$ cat config.mk
export PLATFORM = sky130hd
export DESIGN_NAME = stride_access_man_flat
export DESIGN_NICKNAME = d
export VERILOG_FILES = /design/src/rtl/pkg_tpu.sv /design/src/rtl/stride_access_man_if.sv /design/src/rtl/stride_access_man.sv /design/src/flat_wrapper.sv
export SDC_FILE = /design/constraint.sdc
export NUM_CORES = 1
export LEC_CHECK = 0
export CAP_MARGIN = 20
export CORE_MARGIN = 5
export CORE_UTILIZATION = 45
export DETAILED_ROUTE_END_ITERATION = 6
export GPL_TIMING_DRIVEN = 0
export HOLD_SLACK_MARGIN = 0.1
export PLACE_DENSITY = 0.77
export REMOVE_ABC_BUFFERS = 1
export SYNTH_ARGS = -nofsm -noshare
export SYNTH_HDL_FRONTEND = slang
export SYNTH_SLANG_ARGS = --single-unit
$ cat constraint.sdc
create_clock -name clock -period 2.6 [get_ports clock]
set_input_delay 0.26 -clock clock [delete_from_list [all_inputs] [get_ports clock]]
set_output_delay 0.26 -clock clock [all_outputs]
set_load 0.02 [all_outputs]
$ cat src/rtl/pkg_tpu.sv
// Shared TPU types: address/stride widths and the DMem access manager state encoding.
package pkg_tpu;

    localparam int WIDTH_ADDR   = 12;
    localparam int WIDTH_STRIDE = 8;

    typedef logic [WIDTH_ADDR-1:0]   address_t;
    typedef logic [WIDTH_STRIDE-1:0] stride_t;

    typedef enum logic [1:0] {
        IDLE = 2'd0,
        RUN  = 2'd1,
        TERM = 2'd2,
        REL  = 2'd3
    } access_man_st_t;

    // Stride is unsigned and zero-extended; the sum wraps modulo 2^WIDTH_ADDR.
    function automatic address_t next_addr(input address_t addr, input stride_t stride);
        return addr + address_t'(stride);
    endfunction

endpackage

$ cat src/rtl/stride_access_man_if.sv
// Grant-side and DMem-side signals of the strided access manager.
interface stride_access_man_if;
    import pkg_tpu::*;

    logic       I_GrantVld;
    logic [1:0] I_GrantNo;
    address_t   I_Length;
    stride_t    I_Stride;
    address_t   I_Base_Addr;
    logic       I_Stall;

    address_t   O_Addr;
    logic       O_Valid;
    logic       O_Last;
    logic       O_Busy;
    logic       O_Term1;
    logic       O_Term2;
    logic       O_Term3;

    modport master (
        output I_GrantVld, I_GrantNo, I_Length, I_Stride, I_Base_Addr, I_Stall,
        input  O_Addr, O_Valid, O_Last, O_Busy, O_Term1, O_Term2, O_Term3
    );

    modport slave (
        input  I_GrantVld, I_GrantNo, I_Length, I_Stride, I_Base_Addr, I_Stall,
        output O_Addr, O_Valid, O_Last, O_Busy, O_Term1, O_Term2, O_Term3
    );

endinterface

$ cat src/rtl/stride_access_man.sv
// Walks a granted strided address sequence, one address per unstalled cycle,
// then pulses the granted lane's termination line and waits for the grant to drop.
module stride_access_man
    import pkg_tpu::*;
(
    input  logic                clock,
    input  logic                reset,
    stride_access_man_if.slave  bus
);

    access_man_st_t R_State;
    access_man_st_t w_next_state;
    address_t       R_Addr;
    address_t       R_Cnt;
    address_t       R_Len;
    stride_t        R_Stride;
    logic [1:0]     R_GrantNo;

    logic           w_start;
    logic           w_cnt_last;

    assign w_start    = bus.I_GrantVld && (bus.I_GrantNo != 2'b00);
    assign w_cnt_last = (R_Cnt == (R_Len - address_t'(1)));

    // State register
    always_ff @(posedge clock) begin
        if (reset) begin
            R_State <= IDLE;
        end else begin
            R_State <= w_next_state;
        end
    end

    // Capture of the grant and the address/count accumulators
    always_ff @(posedge clock) begin
        if (reset) begin
            R_Addr    <= '0;
            R_Cnt     <= '0;
            R_Len     <= '0;
            R_Stride  <= '0;
            R_GrantNo <= 2'b00;
        end else begin
            case (R_State)
                IDLE: begin
                    if (w_start) begin
                        R_Addr    <= bus.I_Base_Addr;
                        R_Cnt     <= '0;
                        R_Len     <= bus.I_Length;
                        R_Stride  <= bus.I_Stride;
                        R_GrantNo <= bus.I_GrantNo;
                    end
                end
                RUN: begin
                    if (bus.I_GrantVld && !bus.I_Stall) begin
                        R_Addr <= next_addr(R_Addr, R_Stride);
                        R_Cnt  <= R_Cnt + address_t'(1);
                    end
                end
                default: begin
                end
            endcase
        end
    end

    // Next-state decode; an abort (grant dropped) wins over completion in RUN
    always_comb begin
        w_next_state = R_State;
        case (R_State)
            IDLE: begin
                if (w_start) begin
                    if (bus.I_Length == '0) begin
                        w_next_state = TERM;
                    end else begin
                        w_next_state = RUN;
                    end
                end else begin
                    w_next_state = IDLE;
                end
            end
            RUN: begin
                if (!bus.I_GrantVld) begin
                    w_next_state = IDLE;
                end else if (w_cnt_last && !bus.I_Stall) begin
                    w_next_state = TERM;
                end else begin
                    w_next_state = RUN;
                end
            end
            TERM: begin
                w_next_state = REL;
            end
            REL: begin
                if (!bus.I_GrantVld || (bus.I_GrantNo != R_GrantNo)) begin
                    w_next_state = IDLE;
                end else begin
                    w_next_state = REL;
                end
            end
            default: begin
                w_next_state = IDLE;
            end
        endcase
    end

    // Outputs decode registered state only
    always_comb begin
        bus.O_Addr  = '0;
        bus.O_Valid = 1'b0;
        bus.O_Last  = 1'b0;
        bus.O_Busy  = (R_State != IDLE);
        bus.O_Term1 = 1'b0;
        bus.O_Term2 = 1'b0;
        bus.O_Term3 = 1'b0;
        case (R_State)
            RUN: begin
                bus.O_Addr  = R_Addr;
                bus.O_Valid = 1'b1;
                bus.O_Last  = w_cnt_last;
            end
            TERM: begin
                case (R_GrantNo)
                    2'b01:   bus.O_Term1 = 1'b1;
                    2'b10:   bus.O_Term2 = 1'b1;
                    2'b11:   bus.O_Term3 = 1'b1;
                    default: bus.O_Term1 = 1'b0;
                endcase
            end
            default: begin
                bus.O_Busy = (R_State != IDLE);
            end
        endcase
    end

endmodule

$ cat src/flat_wrapper.sv
// flat-port wrapper written by rule: the top's interface ports become plain ports
module stride_access_man_flat import pkg_tpu::*;
  (clock, reset, bus_I_GrantVld, bus_I_GrantNo, bus_I_Length, bus_I_Stride, bus_I_Base_Addr, bus_I_Stall, bus_O_Addr, bus_O_Valid, bus_O_Last, bus_O_Busy, bus_O_Term1, bus_O_Term2, bus_O_Term3);
  stride_access_man_if bus_i ();
  input  logic clock;
  input  logic reset;
  input wire logic [$bits(bus_i.I_GrantVld)-1:0] bus_I_GrantVld;
  input wire logic [$bits(bus_i.I_GrantNo)-1:0] bus_I_GrantNo;
  input wire logic [$bits(bus_i.I_Length)-1:0] bus_I_Length;
  input wire logic [$bits(bus_i.I_Stride)-1:0] bus_I_Stride;
  input wire logic [$bits(bus_i.I_Base_Addr)-1:0] bus_I_Base_Addr;
  input wire logic [$bits(bus_i.I_Stall)-1:0] bus_I_Stall;
  output wire logic [$bits(bus_i.O_Addr)-1:0] bus_O_Addr;
  output wire logic [$bits(bus_i.O_Valid)-1:0] bus_O_Valid;
  output wire logic [$bits(bus_i.O_Last)-1:0] bus_O_Last;
  output wire logic [$bits(bus_i.O_Busy)-1:0] bus_O_Busy;
  output wire logic [$bits(bus_i.O_Term1)-1:0] bus_O_Term1;
  output wire logic [$bits(bus_i.O_Term2)-1:0] bus_O_Term2;
  output wire logic [$bits(bus_i.O_Term3)-1:0] bus_O_Term3;
  assign bus_i.I_GrantVld = bus_I_GrantVld;
  assign bus_i.I_GrantNo = bus_I_GrantNo;
  assign bus_i.I_Length = bus_I_Length;
  assign bus_i.I_Stride = bus_I_Stride;
  assign bus_i.I_Base_Addr = bus_I_Base_Addr;
  assign bus_i.I_Stall = bus_I_Stall;
  assign bus_O_Addr = bus_i.O_Addr;
  assign bus_O_Valid = bus_i.O_Valid;
  assign bus_O_Last = bus_i.O_Last;
  assign bus_O_Busy = bus_i.O_Busy;
  assign bus_O_Term1 = bus_i.O_Term1;
  assign bus_O_Term2 = bus_i.O_Term2;
  assign bus_O_Term3 = bus_i.O_Term3;
  stride_access_man u_core (.clock(clock), .reset(reset), .bus(bus_i));
endmodule
# Word-level counts from Yosys, hierarchy flattened
# Cells that the tools add are included.
[word_totals] in_bits=38 ff_bits=48 wordCells=53 out_inout_bits=18
[classes] muxes=21 reduce_logical=13 addsub=3 eq_ne=10
[ops] cell="$mux W12" count=5
[ops] cell="$pmux W12 S2" count=2
[ops] cell="$add A12 B1 Y12 const B" count=1
[ops] cell="$add A12 B8 Y12" count=1
[ops] cell="$eq A12 B12 Y1" count=1
[ops] cell="$logic_not A12 Y1" count=1
[ops] cell="$sub A12 B1 Y12 const B" count=1
[ops] cell="$mux W2" count=5
[ops] cell="$eq A2 B2 Y1 const B" count=4
[ops] cell="$mux W1" count=8
[ops] cell="$pmux W2 S4" count=1
[ops] cell="$reduce_bool A2 Y1" count=3
[ops] cell="$eq A2 B1 Y1 const B" count=2
[ops] cell="$ne A2 B1 Y1 const B" count=2
[ops] cell="$logic_and A1 B1 Y1" count=3
[ops] cell="$reduce_and A3 Y1" count=1
[ops] cell="$logic_not A1 Y1" count=2
[ops] cell="$logic_not A2 Y1" count=1
[ops] cell="$ne A2 B2 Y1" count=1
[ops] cell="$reduce_and A2 Y1" count=1
[ops] cell="$logic_or A1 B1 Y1" count=1

# Longest topological paths before layout
[logic_depth] ltp_word=6 mapped_depth=10 ltp_nobuf=10

# Worst setup path before layout
# No wires, ideal clock.
[synth_timing] path_type="register -> output" start="register u_core.R_Len[0]" end="output bus_O_Last" path_stages_with_launch=10 t_arrival_ns=2.069 setup_slack_ns=0.271 n_path_buf=1 required_ns=2.340 cell_sequence="dfxtp_1 -> inv_1 -> ha_1 -> buf_2 -> o21ba_1 -> a221oi_1 -> a41oi_1 -> or3_1 -> a221oi_2 -> and4_2"
[synth_via] elab_chain_cells=3
[synth_rtl] item="from (decl)" line_no="stride_access_man.sv:15" rtl="address_t R_Len;"
[synth_rtl] item="from (signal assigned)" line_no="stride_access_man.sv:48" rtl="R_Len <= bus.I_Length;"
[synth_rtl] item="$sub A12 B1 Y12" line_no="stride_access_man.sv:23" rtl="assign w_cnt_last = (R_Cnt == (R_Len - address_t'(1)));"
[synth_rtl] item="$eq A12 B12 Y1" line_no="stride_access_man.sv:23"
[synth_rtl] item="$mux W1" line_no="stride_access_man.sv:114" rtl="case (R_State)"
[synth_rtl] item="to (decl)" line_no="flat_wrapper.sv:15" rtl="output wire logic [$bits(bus_i.O_Last)-1:0] bus_O_Last;"
# No other way between the ends.

# Worst setup path after layout
# Ends and elaborated chain as after synthesis.

==> summary.md <==
| Metric | Value |
|---|---|
| Status | complete, but fails checks |
| Failing checks | negative setup slack |
| Layout area overhead | 29.1% |
| Die Ht | 90.4 um |
| Die area | 8180 um^2 |
| H-tree Lvls | 2 |
| Die X | 90.4 um |
| Fmax | 0.369 GHz |
| Fin nets | 491 |
| Post-Syn Area | 2910 um^2 |
| Cells after Synth | 392 |
| Largest net degree at the start of global routing | 26 |
| Clk_lat worst skew | 0.30 ns |
| Mapped Avg Cell Area | 7.43 um^2 |
| Sink Count | 48 |
| Worst path top cell family by delay | compound AO/OA/AOI/OAI gates |
| CTS buffer count | 5 |
| Pins over their slew limit | 0 |
| Largest area contributor in the netlist | dfxtp_1 |
| Hold Path Origin | u_core.R_Stride[3] |
| Ys Warns | 0 |
| Pleak | 1.41 nW |
| Vias in the first global route | 2969 |
| CP max stage delay | 0.40 ns |
| Gr usage total | 19.3% |
| Root Buffer | clkbuf_8 |
| Initial antenna violation count | 0 |
| DRC viols | 0 |
| Hold Crit Class | reg -> reg |
| DRT iter0 DRCs | 151 |
| Ranking of synthesized cells by area | dfxtp_1 33%, nand2_1 9.8%, a21oi_1 7.0% |
| Clk network pwr share | 30.7% |
| CTS max path bufs | 2 |
| Clock Skew | 0.00681 ns |
| Total grt overflow | 0 |
| Worst Setup End Kind | primary output |
| Worst path required time | 2.34 ns |
| Distinct cells, synth | 53 |
| Synth Flop Type | dfxtp_1 |
| Vias per cell | 5.62 |
| Most frequent CP cell | a221oi_2 |
| Slowest CP cell | or3_1 |
| Worst VDD drop | 0.000255 V |
| Maxcap violations | 0 |
| Psw | 0.000521 W |
| DRT Pass-1 Iters | 4 |
| Worst-path clk slew | 0.10 ns |
| CTS tree | done |
| Most frequent cells in the layout | 76 x nand2_1, 54 x clkdlybuf4s50_1, 44 x dfxtp_1 |
| Buf/Inv on CP | 2 |
| IO Count | 56 |
| Post-synth top area share | 33.0% |
| Area after DPL | 3520 um^2 |
| P_int | 0.00126 W |
| Commonest non-fill, non-tap cell in the layout | nand2_1 |
| Worst Setup SP | u_core.R_Len[0] |
| Logic pwr share | 23.5% |
| Vias | 2920 |
| Switching part of the total | 29.3% |
| RSZ-0062 raised after global routing | yes |
| Minimum clock period | 2.71 ns |
| Slew HR | 40.8% |
| Part of the power in registers | 45.8% |
| First-pass GRT wire length | 13300 um |
| Final cell area excluding filler cells | 3760 um^2 |
| Number of antenna diodes | 0 |
| CP max FO | 6 |
| Final hold slack | 0.467 ns |
| Fin. Hold Viols | 0 |
| Post-synthesis sequential area ratio | 33.0% |
| I/O Buffers | 55 |
| Post-synth EDFFs | 0 |
| Async S/R FF share, synth | 0% |
| Setup TNS | -0.110 ns |
| Post-Route WL | 7880 um |
| Core footprint | 6310 um^2 |
| Crit-path cells | inv_2, ha_4, o21ba_4, a221oi_2, a41oi_1, or3_1, a221oi_2, and4_4, buf_6 |
| Post-CTS Hold Fix Bufs | 0 |
| CP startpoint kind | register |
| Fin crit share | 104% |
| Critical Path AT | 2.45 ns |
| CP Class | reg -> out |
| Share of cells above drive strength 1 | 8.58% |
| Slew at the pin with the worst max-slew slack | 0.887 ns |
| ANT nets after route | 0 |
| Gpl congestion | 0.853 |
| R2r startpoint | u_core.R_Len[0] |
| FP Rows | 29 |
| Setup violators final | 1 |
| #FFs+latches synth | 48 |
| Fin worst setup slack | -0.110 ns |
| DP HPWL | 5670 um |
| PD cells | 474 nW/um^2 |
| Routed len/inst | 15.1 um |
| Initial Util | 46.1% |
layout make-up:
| type | count | area [um^2] |
|---|---|---|
| clock buffer | 5 | 68.8 |
| clock inverter | 3 | 42.5 |
| fill | 583 | 2550 |
| inverter | 10 | 41.3 |
| multi-input combinational | 312 | 1890 |
| sequential | 48 | 968 |
| tap | 77 | 96.3 |
| timing repair buffer | 64 | 647 |
| timing repair inverter | 1 | 7.51 |
metal layers:
| metal | GRT usage [%] | wire, um | part of all wire (%) |
|---|---|---|---|
| met4 | 7.07 | 133 | 1.7 |
| met5 | 0 | 0 | 0 |
| met3 | 4.17 | 327 | 4.2 |
| met1 | 23.2 | 3380 | 43 |
| met2 | 33.5 | 4040 | 51 |
sequential cells by signal, indices dropped and copies added, names as in the netlist:
name              count
u_core.R_Addr        12
u_core.R_Cnt         12
u_core.R_State        2
u_core.R_Len         12
u_core.R_Stride       8
u_core.R_GrantNo      2
power groups by stage:
stage	registers (W)	clock network, W	logic (W)
2_1_floorplan	0.000817	0	0.000232
3_3_place_gp	0.000827	0	0.000360
3_5_place_dp	0.000828	0	0.000381
5_1_grt	0.000822	0.000586	0.000464
6_report	0.000816	0.000548	0.000418
4_1_cts	0.000812	0.000554	0.000393
metrics by stage:
stage / util, % / std cells / total power (W) / setup slack (ns)
2_1_floorplan: - / 370 / 0.00105 / 0.158
3_3_place_gp: 54.9 / 502 / 0.00119 / -1.13
3_5_place_dp: 55.8 / 505 / 0.00121 / -0.556
4_1_cts: 58.2 / 514 / 0.00176 / -0.0813
5_1_grt: 59.5 / 520 / 0.00187 / -0.181
6_report: 59.5 / 520 / 0.00178 / -0.110
Yosys cell counts (7+ instances only):
| cell type | n |
|---|---|
| xnor2_1 | 11 |
| nor2_1 | 33 |
| inv_1 | 10 |
| clkbuf_1 | 18 |
| nand3_1 | 10 |
| or3_1 | 7 |
| o21ai_0 | 13 |
| and2_1 | 11 |
| a21oi_1 | 41 |
| nor3_1 | 11 |
| xor2_1 | 16 |
| ha_1 | 10 |
| dfxtp_1 | 48 |
| nand2_1 | 76 |
kinds of logic (layout without fill, tap and decap cells):
logic type / Yosys count / in the layout / synth area share (%)
simple gates: 185 / 185 / 30.5
compound gates: 88 / 88 / 18.6
flops: 48 / 48 / 33.0
buf+inv: 32 / 83 / 4.47
xor+xnor: 27 / 27 / 8.12
fa+ha+maj: 11 / 11 / 4.98
mux: 1 / 1 / 0.344
worst paths after layout:
path,end,slack [ns],depth (start not counted)
min reg2reg,u_core.R_Stride[3],0.47,2
max reg2reg,u_core.R_State[0],0.23,9
min,u_core.R_Stride[3],0.47,2
max,bus_O_Last,-0.11,9
worst reg2reg max path, delay by kind of cell, from the launching register on:
kind / cells / cell delay, ns
buf+inv: 1 / 0.05
fa+ha+maj: 1 / 0.17
flops: 1 / 0.39
compound gates: 5 / 1.08
simple gates: 2 / 0.59
timing repair:
action                     4_1_cts  5_1_grt
buffers inserted                 0        6
cloned                           1        0
gates resized for setup         15       11
setup endpoints to repair       19        6
pin swaps                        0        4
(Power assumes the default switching activity.)
